--- src/rtl/pipeline_ctrl.sv ---
// pipeline_ctrl: N-stage stall/flush/reset generator with a debug
// halt/drain/single-step state machine.
//
// Optional feature macro: PCTRL_PERF_EN
//   defined   -> adds oPerfStall/oPerfFlush cycle/event counters (RUN only)
//   undefined -> counters and their ports are absent
//
// Stage 0 is fetch (youngest), stage NUM_STAGES-1 is the oldest.
// Stall/flush outputs are combinational from the requests and the current
// state. oRst_n, oHalted and oState are decoded from registers only.

module pipeline_ctrl #(
    parameter int NUM_STAGES = 5,
    parameter int RST_CYCLES = 4,
    parameter int STATE_W    = 3
) (
    input  logic                  iClk,
    input  logic                  nRst,
    input  logic [NUM_STAGES-1:0] iStallReq,
    input  logic [NUM_STAGES-1:0] iFlushReq,
    input  logic [NUM_STAGES-1:0] iValid,
    input  logic                  iDbgHalt,
    input  logic                  iDbgStep,
    output logic [NUM_STAGES-1:0] oStall,
    output logic [NUM_STAGES-1:0] oFlush,
    output logic [NUM_STAGES-1:0] oRst_n,
    output logic                  oHalted,
    output logic [STATE_W-1:0]    oState
`ifdef PCTRL_PERF_EN
    ,
    output logic [31:0]           oPerfStall,
    output logic [31:0]           oPerfFlush
`endif
);

    localparam int IDX_W = $clog2(NUM_STAGES);
    localparam int CNT_W = 8;
    localparam logic [CNT_W-1:0]      CNT_LAST  = CNT_W'(RST_CYCLES - 1);
    localparam logic [NUM_STAGES-1:0] FETCH_BIT = NUM_STAGES'(1);

    typedef enum logic [2:0] {
        S_RST_SEQ = 3'd0,
        S_RUN     = 3'd1,
        S_DRAIN   = 3'd2,
        S_HALTED  = 3'd3,
        S_STEP    = 3'd4
    } state_e;

    state_e           state_q;
    logic [CNT_W-1:0] cnt_q;
    logic             halted_q;

    logic                  stall_hit;
    logic [IDX_W-1:0]      stall_idx;
    logic                  flush_hit;
    logic [IDX_W-1:0]      flush_idx;
    logic                  flush_ok;
    logic [NUM_STAGES-1:0] norm_stall;
    logic [NUM_STAGES-1:0] norm_flush;

    // Fetch's valid bit never gates the drain: fetch is frozen while draining.
    logic unused_valid0;
    assign unused_valid0 = iValid[0];

    // Locate the oldest stalling stage and the oldest redirecting stage.
    always_comb begin
        stall_hit = 1'b0;
        stall_idx = '0;
        flush_hit = 1'b0;
        flush_idx = '0;
        for (int j = 0; j < NUM_STAGES; j++) begin
            if (iStallReq[j]) begin
                stall_hit = 1'b1;
                stall_idx = IDX_W'(j);
            end
            if (iFlushReq[j]) begin
                flush_hit = 1'b1;
                flush_idx = IDX_W'(j);
            end
        end
    end

    // A redirect is only honoured when nothing at or older than it is stalled;
    // otherwise the requester keeps asserting it until the stall clears.
    assign flush_ok = flush_hit && !(stall_hit && (stall_idx >= flush_idx));

    // Normal rules: honoured flush wipes everything younger (and overrides the
    // younger stalls together with their bubble); else the oldest stall freezes
    // itself and all younger stages and bubbles the stage just above it.
    always_comb begin
        norm_stall = '0;
        norm_flush = '0;
        for (int j = 0; j < NUM_STAGES; j++) begin
            if (flush_ok) begin
                norm_flush[j] = (j < int'(flush_idx));
            end else if (stall_hit) begin
                norm_stall[j] = (j <= int'(stall_idx));
                norm_flush[j] = (j == int'(stall_idx) + 1);
            end
        end
    end

    // Per-state output shaping. While draining, fetch is held and stage 1 is fed
    // bubbles unless an older stall already freezes stage 1.
    always_comb begin
        oStall = '0;
        oFlush = '0;
        case (state_q)
            S_RUN, S_STEP: begin
                oStall = norm_stall;
                oFlush = norm_flush;
            end
            S_DRAIN: begin
                oStall = norm_stall | FETCH_BIT;
                oFlush = norm_flush & ~FETCH_BIT;
                if (!norm_stall[1]) begin
                    oFlush[1] = 1'b1;
                end
            end
            S_HALTED: begin
                oStall = '1;
            end
            default: begin
                oStall = '0;
                oFlush = '0;
            end
        endcase
    end

    // Debug/reset sequencing FSM with registered halted flag.
    always_ff @(posedge iClk or negedge nRst) begin
        if (!nRst) begin
            state_q  <= S_RST_SEQ;
            cnt_q    <= '0;
            halted_q <= 1'b0;
        end else begin
            case (state_q)
                S_RST_SEQ: begin
                    if (cnt_q == CNT_LAST) begin
                        cnt_q   <= '0;
                        state_q <= iDbgHalt ? S_DRAIN : S_RUN;
                    end else begin
                        cnt_q <= cnt_q + 1'b1;
                    end
                end
                S_RUN: begin
                    if (iDbgHalt) begin
                        state_q <= S_DRAIN;
                    end
                end
                S_DRAIN: begin
                    if (!iDbgHalt) begin
                        state_q <= S_RUN;
                    end else if (iValid[NUM_STAGES-1:1] == '0) begin
                        state_q  <= S_HALTED;
                        halted_q <= 1'b1;
                    end
                end
                S_HALTED: begin
                    if (!iDbgHalt) begin
                        state_q  <= S_RUN;
                        halted_q <= 1'b0;
                    end else if (iDbgStep) begin
                        state_q  <= S_STEP;
                        halted_q <= 1'b0;
                    end
                end
                S_STEP: begin
                    if (!iStallReq[0]) begin
                        state_q <= S_DRAIN;
                    end
                end
                default: begin
                    state_q  <= S_RST_SEQ;
                    cnt_q    <= '0;
                    halted_q <= 1'b0;
                end
            endcase
        end
    end

    assign oRst_n  = (state_q == S_RST_SEQ) ? '0 : '1;
    assign oHalted = halted_q;
    assign oState  = STATE_W'(state_q);

`ifdef PCTRL_PERF_EN
    logic [31:0] perf_stall_q;
    logic [31:0] perf_flush_q;

    // Stall-cycle and honoured-flush counters, only advancing in RUN.
    always_ff @(posedge iClk or negedge nRst) begin
        if (!nRst) begin
            perf_stall_q <= '0;
            perf_flush_q <= '0;
        end else if (state_q == S_RUN) begin
            if (|oStall) begin
                perf_stall_q <= perf_stall_q + 32'd1;
            end
            if (flush_ok) begin
                perf_flush_q <= perf_flush_q + 32'd1;
            end
        end
    end

    assign oPerfStall = perf_stall_q;
    assign oPerfFlush = perf_flush_q;
`endif

    // A stage that is both stalled and flushed would be held and discarded at once.
    always_ff @(posedge iClk) begin
        if (nRst) begin
            assert (!(|(oStall & oFlush)));
        end
    end

endmodule

--- config.mk ---
export PLATFORM = sky130hd
export DESIGN_NAME = pipeline_ctrl
export DESIGN_NICKNAME = d
export VERILOG_FILES = /design/src/rtl/pipeline_ctrl.sv
export SDC_FILE = /design/constraint.sdc
export NUM_CORES = 1
export LEC_CHECK = 0
export BUFFER_PORTS_ARGS = -buffer_cell sky130_fd_sc_hd__buf_2
export CORE_UTILIZATION = 53
export DETAILED_ROUTE_END_ITERATION = 8
export PLACE_DENSITY = 0.84
export SYNTH_ARGS = -nofsm -noshare
export SYNTH_HDL_FRONTEND = slang
export SYNTH_SLANG_ARGS = --single-unit
--- constraint.sdc ---
create_clock -name iClk -period 6.5 [get_ports iClk]
set_input_delay 1.3 -clock iClk [delete_from_list [all_inputs] [get_ports iClk]]
set_output_delay 1.3 -clock iClk [all_outputs]
set_load 0.02 [all_outputs]
; ---- Yosys cells after proc, flatten, opt, wreduce, memory -nomap -nowiden
; Cells that the tools add are included.
[totals]
register_bits = 12
latchBits = 0
mem_bits_rw = 0
mem_bits_ro = 0
input_bits = 19
wordCells = 101
memories = 0
[op_classes]
add_sub_neg = 2
mul = 0
div = 0
magnitude_cmp = 10
eq_ne = 16
n_shift = 0
muxes = 58
n_bitwise = 1
n_reduce_logical = 11
[op_table]
columns = operator, count
row1 = "3-bit by 32-bit == test with 1-bit output, first input constant", 2
row2 = 3-bit 2-to-1 mux, 13
row3 = 1-bit 2-to-1 mux, 37
row4 = "2-bit by 32-bit == test with 1-bit output, first input constant", 1
row5 = 32-bit zero test, 1
row6 = 8-bit one-hot mux with 2 select lines, 1
row7 = 3-bit one-hot mux with 5 select lines, 1
row8 = 5-bit one-hot mux with 3 select lines, 1
row9 = "2-bit inequality test, second input constant", 5
row10 = 5-bit one-hot mux with 2 select lines, 1
row11 = "8-bit by 1-bit adder with 8-bit output, second input constant", 1
row12 = "8-bit by 2-bit == test with 1-bit output, second input constant", 1
row13 = 8-bit 2-to-1 mux, 1
row14 = "3-bit by 2-bit == test with 1-bit output, second input constant", 2
row15 = "2-bit by 3-bit less-or-equal comparator with 1-bit output, first input constant", 2
row16 = "1-bit by 3-bit less-than comparator with 1-bit output, first input constant", 2
row17 = "2-bit by 3-bit less-than comparator with 1-bit output, first input constant", 2
row18 = "3-bit inequality test, second input constant", 2
row19 = 5-bit 2-to-1 mux, 1
row20 = 5-bit AND reduction, 1
row21 = "3-bit by 1-bit adder with 4-bit output, second input constant", 1
row22 = "3-bit by 4-bit == test with 1-bit output, first input constant", 1
row23 = 4-bit zero test, 1
row24 = 4-bit AND reduction, 1
row25 = other kinds (15), 16

; ---- Logic depth before layout (Yosys ltp)
; Gate-level depths: netlist of run 1.
[logic_depth]
depth_word = 11
depth_mapped = 10
ltp_nobuf = 9

; ---- Worst setup path before layout of run 1
; Ideal clock, no wire load.
[synth_path]
path_kind = input -> output
start = input iStallReq[4]
end = output oFlush[1]
arrival_time_ps = 3024
slack_ps = 2176
stages = 6
cell_sequence = buf_6 -> or4_4 -> or2_1 -> a21o_4 -> o21a_1 -> nor3_1
[synth_via]
elab_chain_cells = 8
[synth_rtl]
columns = element, line_no
row1 = from (decl), 19  ; input logic [NUM_STAGES-1:0] iStallReq,
row2 = "parallel branches: the longest is 7 deep, another holds 3-bit by 1-bit adder with 4-bit output", -
row3 = 5-bit one-hot mux with 2 select lines (*), 108  ; case (state_q)
row4 = to (decl), 25  ; output logic [NUM_STAGES-1:0] oFlush,
; Mark *: on every way between the ends.

; ---- Worst setup path after layout of run 1
[layout_path]
start = input iStallReq[4]
end = output oFlush[3]
[layout_via]
elab_chain_cells = 7
[layout_rtl]
columns = element, line_no
row1 = "parallel branches: the longest is 5 deep, another holds 3-bit by 1-bit adder with 4-bit output", -
row2 = 1-bit 2-to-1 mux (*), 94  ; if (flush_ok) begin
row3 = 5-bit one-hot mux with 2 select lines (*), 108
; Marked as above.

==> flow_metrics.tcl, run 1 <==
set metrics [dict create \
    crit_buf_inv 2 \
    path_class "in -> out" \
    skew_ps 2.59 \
    p_int_uw 220 \
    layoutNonFillerInstCount 188 \
    grt_pass1_wl_mm 3.84 \
    n_fill_cell 162 \
    layout_min_cycle_time_ps 4390 \
    dp_cells 185 \
    avgViaCountPerCell 5.83 \
    ant_nets 0 \
    synthesis.area_mm2 0.00107 \
    fmax_mhz 228 \
    fp.dieH_um 46.9 \
    grt_use_total_pct 24.1 \
    firstDrtPassIters 5 \
    wl_per_cell_um 12.2 \
    synth_edf_count 0 \
    multi_input_area_um2 689 \
    rsz0062_at_grt "no" \
    clock_sinks 12 \
    yosysWarnings 0 \
    drv_slew 0 \
    vias 1096 \
    cts_tree "yes" \
    gr-total-overflow 0 \
    swShare_pct 52.5 \
    insertion_delay_ps 270 \
    drive_gt1_share_pct 28.2 \
    switchingPower_uw 243 \
    die_x_um 46.9 \
    setup_viol 0 \
    ctsHoldBuffers 0 \
    crit_chain "buf_2 > or4_4 > or2_1 > a21o_4 > or2_0 > a21oi_2 > buf_2" \
    synth_nets 157 \
    crit_top_cell "buf_2" \
    crit_required_ps 5200 \
    ys_top_cells_by_area "dfrtp_1 28%, nor2_1 5.6%, ha_1 4.7%, a21oi_1 4.2%, nand3_1 3.7%" \
    maxCapViolations 0 \
    nets 188 \
    cts_setup_buffers 0 \
    hold_violations 0 \
    fin_tns_setup_ps 0 \
    worst_slew_pin_slew_ps 625 \
    clk_pin_slew_worst_paths_ps 70 \
    syn_area_per_cell_um2 7.97 \
    worstSetupStartpointType "primary input" \
    syn_inst 134 \
    antenna_cells 0 \
    routed_wl_mm 2.30 \
    crit_family "simple AND/OR/NAND/NOR gates" \
    drtIter0Drc 28 \
    grt_max_degree 18 \
    end_kind "primary output" \
    power_frac_comb_pct 64.2 \
    share_seq_of_total_power_pct 26.3 \
    dp_hpwl_mm 1.81 \
    crit_arrival_ps 3090 \
    synth_top_area_share_pct 28.1 \
    power.density_mw_per_mm2 375 \
    place_congestion 0.898 \
    finalCritPeriodShare_pct 67.6 \
    syn_to_final_growth_pct 15.6 \
    p_clk_share_pct 9.5 \
    antenna_found_initial 0 \
    core-area_mm2 0.00180 \
    synthArstFlopShare_pct 100 \
    synth_most_common_cell "nor2_1" \
    io_buffers 36 \
    hold_path_class "reg -> reg" \
    die_area_mm2 0.00220 \
    cp_max_fo 17 \
    ctsRootBufferMaster "clkbuf_4" \
    outcome "finished clean" \
    synth.distinct_cells 44 \
    crit_slowest_cell "or4_4" \
    htreeDepth 1 \
    row_count 15 \
    synthFlopType "dfrtp_1" \
    cts_buffers 3 \
    cpPeakStageDelay_ps 560 \
    power_leakage_nw 0.562 \
    ys_seq_area_share_pct 28.1 \
    regArea_um2 300 \
    grt_pass1_vias 940 \
    irDropWorstVdd_mv 0.272 \
    cts-resized-gates 0 \
    start_util_pct 59.3 \
    synth_common_cells "16 x nor2_1, 12 x dfrtp_1, 10 x nand2_1" \
    cts_buffer_depth 2 \
    maxSlewHeadroom_pct 58.2 \
    ioPinCount 38 \
    drc 0 \
    ys_ff_latch 12 \
    yosys.area.top_type "dfrtp_1" \
]
==> power groups by stage <==
stage	logic, mW	clock network [mW]	registers (mW)
finish	0.297	0.0440	0.122
global route	0.325	0.0491	0.127
CTS	0.298	0.0451	0.122
detailed placement	0.297	0	0.123
global placement	0.289	0	0.122
floorplan	0.239	0	0.116
==> layout make-up <==
cell class | instances | share of cell area, %
clock buffers | 3 | 1.82
inverters | 3 | 0.912
multi-input cells | 109 | 55.8
flip-flops and latches | 12 | 24.3
well taps | 25 | 2.53
repair buffers | 36 | 14.6
==> worst paths after layout <==
check | start | endpoint | slack (ps) | cells past startpoint
worst max register to register | oState[1] | oState[1] | 4600 | 5
min in group asynchronous | nRst | cnt_q[5] | 890 | 1
worst min-delay path | oHalted | oHalted | 550 | 2
worst min register to register | oHalted | oHalted | 550 | 2
max in group asynchronous | nRst | oHalted | 5400 | 1
worst max-delay path | iStallReq[4] | oFlush[3] | 2110 | 7
==> state kept, by name (all words and copies together) (netlist names) <==
register / flops
cnt_q: 8
oHalted: 1
oState: 3
==> layer usage <==
metal | vias to the layer above | global-route usage [%] | share of wire, %
li1 | 543 | - | -
met1 | 519 | 32.6 | 45
met2 | 31 | 38.6 | 51
met3 | 3 | 6.92 | 4.2
met4 | 0 | 5.14 | 0.30
met5 | - | 0 | 0
==> worst min-delay path: stages (launching register included) <==
cell and delay, ps:
dfrtp_1 350, o211ai_1 90, o41ai_1 70
==> stage by stage <==
stage	setup WS (ps)	util [%]	hold WS, ps	power [mW]	area, um^2
final	2110	68.5	547	0.463	1230
after detailed placement	2110	67.3	530	0.420	1210
after global placement	2130	67.3	505	0.411	1210
after global routing	2040	68.5	576	0.501	1230
after CTS	2100	68.5	548	0.465	1230
after floorplan	2180	-	500	0.355	1070
==> layout by cell type, fill, tap and decap left out, types with 2 or more instances in the layout <==
| cell type | instances |
|---|---|
| a21oi_1 | 9 |
| a31oi_1 | 2 |
| buf_2 | 36 |
| clkbuf_4 | 3 |
| dfrtp_1 | 12 |
| ha_1 | 4 |
| inv_1 | 3 |
| nand2_1 | 10 |
| nand2b_1 | 5 |
| nand3_1 | 8 |
| nand3b_1 | 2 |
| nand4_1 | 3 |
| nor2_1 | 16 |
| nor2b_1 | 3 |
| nor3_1 | 5 |
| nor3b_1 | 2 |
| o211ai_1 | 4 |
| o21ai_0 | 5 |
| o21bai_1 | 2 |
| or3_1 | 4 |
| xnor2_1 | 2 |
| xor2_1 | 2 |
==> kinds of logic after synthesis <==
group           after synthesis  synth area share (%)
xor+xnor                      4                  3.28
buf+inv                      13                  7.38
compound gates               32                  20.7
flops                        12                  28.1
simple gates                 68                  34.8
mux                           1                  1.05
fa+ha+maj                     4                  4.68
No activity file was read; power rests on OpenSTA's default activity.
==> run 2: changes to the inputs <==
CORE_UTILIZATION = 49   (was 53)
PLACE_DENSITY = 0.79   (was 0.84)
clock period = 4.2 ns   (was 6.5 ns; I/O delays follow)
==> run 2 against run 1 <==
  * Register-to-register slack worse by 2300 ps
  * Wire length increased by 1.2%
  * Power up 55%
  * Worst setup slack worse by 1400 ps
  * Clock power up 55%
  * Sequential cell count unchanged
  * Sequential share of layout area barely moved
  * Sequential power grew 57%
  * Via count rose by 0.46%
  * Clock skew barely moved
==> flow_metrics.tcl, run 2 (synthesis gave the netlist of run 1 again) <==
set metrics [dict create \
    crit_chain "buf_2 > or4_4 > or2_1 > a21o_4 > or2_0 > a21oi_2 > buf_2" \
    cts_buffers 3 \
    r2r-start "oState[1]" \
    final_cell_mix "36 x buf_2, 16 x nor2_1, 12 x dfrtp_1, 10 x nand2_1, 9 x a21oi_1" \
    row_count 16 \
    grt_pass1_wl_mm 4.04 \
    layout_min_cycle_time_ps 3470 \
    cts_tree "yes" \
    clk_pin_slew_worst_paths_ps 70 \
    ctsHoldBuffers 0 \
    routed_wl_mm 2.32 \
    irDropWorstVdd_mv 0.286 \
    die_area_mm2 0.00237 \
    dp_hpwl_mm 1.79 \
    final_common_cell "buf_2" \
    fmax_mhz 288 \
    wl_per_cell_um 12.2 \
    skew_ps 2.73 \
    drc 0 \
    post_dp_cell_area_mm2 0.00121 \
    ff2ff_path_depth 5 \
    final_core_util_pct 61.8 \
    syn_to_final_growth_pct 15.8 \
    start_util_pct 53.4 \
    ioPinCount 38 \
    crit_arrival_ps 2630 \
    antenna_cells 0 \
    antenna_found_initial 0 \
    largest_register_ffs 8 \
    fp.dieH_um 48.7 \
    cts_buffer_depth 2 \
    finalCritPeriodShare_pct 82.6 \
    hold_path_class "in -> async" \
    vias 1101 \
    insertion_delay_ps 270 \
    setup_viol 0 \
    final_area_mm2 0.00124 \
    power_leakage_nw 0.562 \
    ctsRootBufferMaster "clkbuf_4" \
    gr-total-overflow 0 \
    path_class "in -> out" \
    worstSetupStartpointType "primary input" \
    drv_slew 0 \
    drive_gt1_share_pct 28.2 \
    crit_required_ps 3360 \
    cp_max_fo 17 \
    clock_sinks 12 \
    regMostFlops "cnt_q" \
    power.density_mw_per_mm2 578 \
    hold_violations 0 \
    ant_nets 0 \
    outcome "finished clean" \
    cts_setup_buffers 0 \
    reg2reg_to "cnt_q[5]" \
    avgViaCountPerCell 5.79 \
    io_buffers 36 \
    grt_pass1_vias 998 \
    nets 188 \
    grt_max_degree 18 \
    maxCapViolations 0 \
    htreeDepth 1 \
    die_x_um 48.7 \
    crit_top_cell "buf_2" \
    end_kind "primary output" \
    crit_slowest_cell "or4_4" \
    fin_tns_setup_ps 0 \
    drtIter0Drc 29 \
    grt_use_total_pct 21.6 \
    worst_slew_pin_slew_ps 677 \
    firstDrtPassIters 4 \
    place_congestion 0.872 \
    maxSlewHeadroom_pct 54.8 \
    cts-resized-gates 0 \
    cpPeakStageDelay_ps 570 \
    core-area_mm2 0.00200 \
    ff2ff_setup_slack_ps 2260 \
    rsz0062_at_grt "no" \
]
-- run 2: cell counts in the layout (fill, tap and decap cells not counted) --
No cell type changed its count.
-- run 2: worst max-delay path, delay by kind of cell --
| kind | cells | cell delay (ps) |
|---|---|---|
| buffers and inverters | 2 | 330 |
| AO/OA/AOI/OAI | 2 | 410 |
| AND/OR/NAND/NOR | 3 | 1060 |
-- run 2: final cells by class --
class	count	area, um^2
inverter	3	11.3
tap	27	33.8
sequential	12	300
multi-input combinational	109	689
fill	199	764
clock buffer	3	22.5
timing repair buffer	36	180
-- run 2: how the worst max path moves through the flow --
stage | startpoint | endpoint | slack (ps) | depth (start not counted)
after CTS | iStallReq[4] | oFlush[3] | 730 | 7
final | iStallReq[4] | oFlush[3] | 730 | 7
after global placement | iStallReq[4] | oFlush[3] | 760 | 7
after floorplan | iStallReq[4] | oFlush[1] | 800 | 6
after global routing | iStallReq[4] | oFlush[3] | 630 | 7
after detailed placement | iStallReq[4] | oFlush[3] | 740 | 7
-- run 2: metrics by stage --
step | total power, mW | setup WS, ps | cells | hold WS [ps]
floorplan | 0.549 | 796 | 134 | 500
global placement | 0.636 | 759 | 187 | 501
detailed placement | 0.649 | 743 | 187 | 502
CTS | 0.718 | 730 | 190 | 441
global route | 0.771 | 634 | 190 | 445
finish | 0.716 | 731 | 190 | 437
-- run 2: power by group --
part,switching (mW),internal [mW],total [mW]
Sequential,0.0494,0.142,0.191
Combinational,0.291,0.165,0.456
Clock,0.0352,0.0332,0.0684
Total,0.376,0.340,0.716
-- run 2: routing by layer --
layer	track usage (%)	vias to the layer above	share of wire, %
li1	-	549	-
met4	10.8	0	1.2
met3	2.83	4	3.8
met1	27.8	515	47
met2	35.4	33	48
met5	0	-	0
